--- src/rtl/fir_coeff_sample_ctrl.sv ---
// Sample-rate strobe generator and double-buffered coefficient bank for the FIR stage.
// Coefficients stream into a shadow bank and are copied to the active bank only on a sample boundary.
module fir_coeff_sample_ctrl #(
  parameter int NUM_TAP    = 33,
  parameter int COEFF_W    = 16,
  parameter int IN_W       = 3,
  parameter int SAMPLE_DIV = 4
) (
  input  logic                       iClk_12M,
  input  logic                       iRst,
  input  logic [IN_W-1:0]            iSampleIn,
  input  logic                       iLoadStart,
  input  logic                       iCoeffValid,
  input  logic [COEFF_W-1:0]         iCoeffData,
  output logic                       oCoeffReady,
  output logic                       oEnAcc,
  output logic [IN_W-1:0]            oFirIn,
  output logic [NUM_TAP*COEFF_W-1:0] oCoeffBus,
  output logic                       oBusy,
  output logic                       oLoadDone,
  output logic                       oLoadErr
);

  localparam int DIV_W = $clog2(SAMPLE_DIV);
  localparam int CNT_W = $clog2(NUM_TAP);
  localparam logic [DIV_W-1:0] DIV_LAST = DIV_W'(SAMPLE_DIV - 1);
  localparam logic [CNT_W-1:0] CNT_LAST = CNT_W'(NUM_TAP - 1);

  localparam logic [1:0] ST_IDLE   = 2'd0;
  localparam logic [1:0] ST_LOAD   = 2'd1;
  localparam logic [1:0] ST_COMMIT = 2'd2;

  logic [DIV_W-1:0]   div_q, div_d;
  logic               en_acc_q, en_acc_d;
  logic [IN_W-1:0]    fir_in_q, fir_in_d;
  logic [1:0]         state_q, state_d;
  logic [CNT_W-1:0]   cnt_q, cnt_d;
  logic               ready_q, ready_d;
  logic               busy_q, busy_d;
  logic               done_q, done_d;
  logic               err_q, err_d;
  logic [COEFF_W-1:0] shadow_q [NUM_TAP];
  logic [COEFF_W-1:0] shadow_d [NUM_TAP];
  logic [COEFF_W-1:0] active_q [NUM_TAP];
  logic [COEFF_W-1:0] active_d [NUM_TAP];

  logic boundary;
  logic xfer;

  assign boundary = (div_q == DIV_LAST);
  assign xfer     = iCoeffValid && ready_q;

  always_comb begin
    div_d    = boundary ? '0 : div_q + 1'b1;
    en_acc_d = boundary;
    fir_in_d = boundary ? iSampleIn : fir_in_q;
    state_d  = state_q;
    cnt_d    = cnt_q;
    shadow_d = shadow_q;
    active_d = active_q;
    done_d   = 1'b0;
    err_d    = 1'b0;

    case (state_q)
      ST_IDLE: begin
        if (iLoadStart) begin
          state_d = ST_LOAD;
          cnt_d   = '0;
        end
      end
      ST_LOAD: begin
        // A restart beats a coincident transfer; that word is dropped.
        if (iLoadStart) begin
          err_d = 1'b1;
          cnt_d = '0;
        end else if (xfer) begin
          shadow_d[cnt_q] = iCoeffData;
          if (cnt_q == CNT_LAST) begin
            state_d = ST_COMMIT;
            cnt_d   = '0;
          end else begin
            cnt_d = cnt_q + 1'b1;
          end
        end
      end
      ST_COMMIT: begin
        // Commit lands on the same edge that raises oEnAcc, so the first strobe sees the whole new set.
        if (boundary) begin
          active_d = shadow_q;
          done_d   = 1'b1;
          state_d  = ST_IDLE;
        end
      end
      default: state_d = ST_IDLE;
    endcase

    ready_d = (state_d == ST_LOAD);
    busy_d  = (state_d != ST_IDLE);
  end

  always_ff @(posedge iClk_12M or posedge iRst) begin
    if (iRst) begin
      div_q    <= '0;
      en_acc_q <= 1'b0;
      fir_in_q <= '0;
      state_q  <= ST_IDLE;
      cnt_q    <= '0;
      ready_q  <= 1'b0;
      busy_q   <= 1'b0;
      done_q   <= 1'b0;
      err_q    <= 1'b0;
      shadow_q <= '{default: '0};
      active_q <= '{default: '0};
    end else begin
      div_q    <= div_d;
      en_acc_q <= en_acc_d;
      fir_in_q <= fir_in_d;
      state_q  <= state_d;
      cnt_q    <= cnt_d;
      ready_q  <= ready_d;
      busy_q   <= busy_d;
      done_q   <= done_d;
      err_q    <= err_d;
      shadow_q <= shadow_d;
      active_q <= active_d;
    end
  end

  always_comb begin
    oCoeffBus = '0;
    for (int unsigned k = 0; k < NUM_TAP; k++) begin
      oCoeffBus[k*COEFF_W +: COEFF_W] = active_q[k];
    end
  end

  assign oCoeffReady = ready_q;
  assign oEnAcc      = en_acc_q;
  assign oFirIn      = fir_in_q;
  assign oBusy       = busy_q;
  assign oLoadDone   = done_q;
  assign oLoadErr    = err_q;

endmodule

--- config.mk ---
export PLATFORM = sky130hd
export DESIGN_NAME = fir_coeff_sample_ctrl
export DESIGN_NICKNAME = d
export VERILOG_FILES = /design/src/rtl/fir_coeff_sample_ctrl.sv
export SDC_FILE = /design/constraint.sdc
export NUM_CORES = 2
export LEC_CHECK = 0
export CAP_MARGIN = 5
export CORE_UTILIZATION = 55
export CTS_CLUSTER_SIZE = 20
export DETAILED_ROUTE_END_ITERATION = 7
export PLACE_DENSITY_LB_ADDON = 0.1
export SYNTH_ARGS = -nofsm -noshare
export SYNTH_HDL_FRONTEND = slang
export SYNTH_SLANG_ARGS = --single-unit
--- constraint.sdc ---
create_clock -name iClk_12M -period 41.7 [get_ports iClk_12M]
set_clock_uncertainty 0.15 [all_clocks]
set_input_delay 6.255 -clock iClk_12M [delete_from_list [all_inputs] [get_ports iClk_12M]]
set_output_delay 6.255 -clock iClk_12M [all_outputs]
set_load 0.02 [all_outputs]
==> results.py <==
metrics = {
    "status": {
        "status": "finished, final reports clean",
    },
    "worst_setup_path": {
        "cp-start-kind": "input pin",
        "crit_path_end_kind": "asynchronous set/reset pin",
        "slowest_stage": "buf_4",
        "crit_chain": "clkdlybuf4s50_1 > inv_8 > buf_4 > buf_4 > buf_4",
        "path_class": "in2async",
        "required_ns": 42.17,
        "cp_max_fo": 119,
        "crit_top_cell": "buf_4",
        "cp.arrival_ns": 10.14,
        "slowest_delay_ns": 0.91,
    },
    "timing": {
        "rsz0062_at_grt": "false",
        "tightest_slew_ns": 1.22,
        "setup_slack_ns": 32.04,
        "clock.fmax_mhz": 103,
        "relSlewSlack_pct": 18.9,
        "report.final.hold_viol_count": 0,
        "period_minus_slack_ns": 9.66,
        "fin_setup_tns_ns": 0,
        "fin_crit_sh_pct": 23.2,
        "setup_viol": 0,
        "slew_violations": 0,
    },
    "power_and_ir_drop": {
        "ir_drop_mv": 0.0314,
        "total_leakage_power_uw": 0.0264,
        "cellPowerDensity_nw_per_um2": 42.0,
    },
    "routing": {
        "dr.pass1.iters": 5,
        "wl_per_cell_um": 21.5,
        "ant_nets": 0,
        "drt_wl_total_um": 108000,
        "drt_drc_violations_left": 0,
        "via_per_inst": 5.36,
        "dr_total_vias": 27000,
        "detail_route.iter0.violations": 2557,
    },
    "layout": {
        "multi_input_area_um2": 12600,
        "fillers": 5457,
        "area_growth_pct": 23.8,
        "regArea_um2": 26900,
        "post_route_cells_drive_above_1_share_pct": 18.7,
        "nets": 4023,
    },
    "logic_synthesis": {
        "synthesis.nets": 3534,
        "avgSynthCellArea_um2": 11.5,
        "yosys-top-cells-area": "dfrtp_1 66%, nand2_1 15%, mux2_2 14%",
        "synth_top_area_share_pct": 66.4,
        "ys.flop_type": "dfrtp_1",
        "syn_inst": 3508,
        "synth_cell_types": 43,
        "synth_edf_count": 0,
        "yosys_warnings": 0,
        "async_reset_ff_share_pct": 100,
        "yosys.area.top_type": "dfrtp_1",
        "syn-cell-area_um2": 40500,
        "ys_ff_latch": 1074,
        "ys_seq_area_share_pct": 66.4,
    },
    "global_route": {
        "grt_use_total_pct": 29.3,
        "grt_pass1_wl_um": 164000,
        "antenna_found_initial": 5,
        "first_global_vias": 26700,
        "grt-ovfl-total": 0,
        "grt_start_max_net_pins": 192,
    },
    "placement": {
        "dp_hpwl_um": 63200,
        "port_buffers": 558,
        "place_congestion": 0.822,
        "place_ws_ns": 31.21,
    },
    "clocking": {
        "cts_setup_buffers": 0,
        "root_buffer": "clkbuf_16",
        "h-tree-depth": 3,
        "cts_tree": "built",
        "clk_pin_slew_worst_paths_ns": 0.06,
        "cts_buffers": 107,
        "cts.sinks": 1074,
        "cts_resized": 0,
        "cts_buffer_depth": 3,
        "hold_buffers": 0,
        "worstSkewPairLatency_ns": 0.64,
    },
    "floorplanning": {
        "num_io_pins": 559,
        "row_count": 99,
        "coreArea_um2": 72800,
        "die_y_um": 273,
        "start_util_pct": 55.5,
        "die_w_um": 273,
        "dieArea_um2": 74600,
    },
    "job": {
        "drv_cap": 0,
    },
    "hold_path": {
        "hp-class": "reg2reg",
    },
}
## cell usage after synthesis (all sizes together) (3+ instances only)
cell	n
nand2	1609
dfrtp	1074
mux2	531
clkbuf	120
buf	96
nor2	11
o21ai	8
inv	7
nand3	7
nor2b	5
nor3	5
a21oi	3
and3	3
ha	3
nand4b	3
## layer usage
| metal | GRT usage [%] | wire (um) |
|---|---|---|
| met1 | 41.0 | 46400 |
| met2 | 46.6 | 52100 |
| met3 | 5.61 | 6750 |
| met4 | 9.13 | 3190 |
| met5 | 0 | 12 |
## area by class of cell
cell class | instances | share of cell area, %
Clock inverter | 23 | 0.517
Clock buffer | 167 | 6.42
Inverter | 7 | 0.0825
Sequential cell | 1074 | 53.7
Antenna cell | 1 | 0.00500
Tap cell | 959 | 2.40
Timing Repair Buffer | 596 | 11.7
Multi-Input combinational cell | 2211 | 25.2
## flip-flops by register name, indices dropped and copies added, names as in the netlist
register     flops
oEnAcc           1
oFirIn           3
div_q            2
oCoeffBus      528
oCoeffReady      1
cnt_q            6
oLoadErr         1
oLoadDone        1
state_q          2
shadow_q       528
oBusy            1
## stage by stage
step	power, uW	hold slack [ns]	instance area (um^2)	util [%]	instances
CTS	2120	0.287	50100	68.7	5037
finish	2100	0.287	50100	68.7	5038
floorplan	1150	0.253	40500	-	3508
global placement	1170	0.264	46600	64.0	4847
detailed placement	1170	0.270	46600	64.0	4847
global route	2170	0.301	50100	68.7	5037
## cells by family after synthesis
family	synth area share, %
AOI/OAI and AO/OA	0.297
and+or+nand+nor	15.9
DFF	66.4
buffers and inverters	2.38
adders and majority gates	0.0928
muxes	14.9
## worst paths after layout
| check | start | to | slack [ns] | cells past startpoint |
|---|---|---|---|---|
| worst max-delay path | iRst | oCoeffBus[217]$_DFFE_PP0P_ | 32.04 | 5 |
| worst min-delay path | div_q[0]$_DFF_PP0_ | div_q[0]$_DFF_PP0_ | 0.29 | 1 |
| worst max register to register | div_q[0]$_DFF_PP0_ | oCoeffBus[481]$_DFFE_PP0P_ | 37.66 | 7 |
| worst min register to register | div_q[0]$_DFF_PP0_ | div_q[0]$_DFF_PP0_ | 0.29 | 1 |
| max in group iClk_12M | iLoadStart | shadow_q[353]$_DFFE_PP0P_ | 32.83 | 5 |
| min in group asynchronous | iRst | oCoeffBus[323]$_DFFE_PP0P_ | 6.02 | 2 |
## cell usage in the layout (no fill, tap or decap), types with 3 or more instances in the layout
| master | instances |
|---|---|
| clkinvlp_4 | 3 |
| nor2b_2 | 4 |
| dfrtp_1 | 1074 |
| nor2_1 | 10 |
| nor3_2 | 5 |
| buf_2 | 16 |
| clkbuf_1 | 31 |
| clkinv_2 | 12 |
| buf_4 | 34 |
| mux2_4 | 10 |
| buf_12 | 4 |
| ha_1 | 3 |
| nand2_4 | 4 |
| bufinv_16 | 5 |
| nand4b_1 | 3 |
| nand3_1 | 6 |
| inv_1 | 5 |
| and3_1 | 3 |
| a21oi_1 | 3 |
| mux2_2 | 517 |
| nand2_1 | 1605 |
| o21ai_0 | 8 |
| mux2_1 | 4 |
| clkbuf_8 | 27 |
| clkbuf_16 | 109 |
| clkdlybuf4s50_1 | 542 |
## critical path, delay by kind of cell
kind	cells	cell delay (ns)
buffers and inverters	5	3.71
## power by group
group          total [uW]  switching [uW]  internal (uW)
Combinational        70.2            46.0           24.3
Sequential           1080            13.8           1070
Clock                 949             392            557
Total                2100             452           1650
No activity file was read; power rests on OpenSTA's default activity.
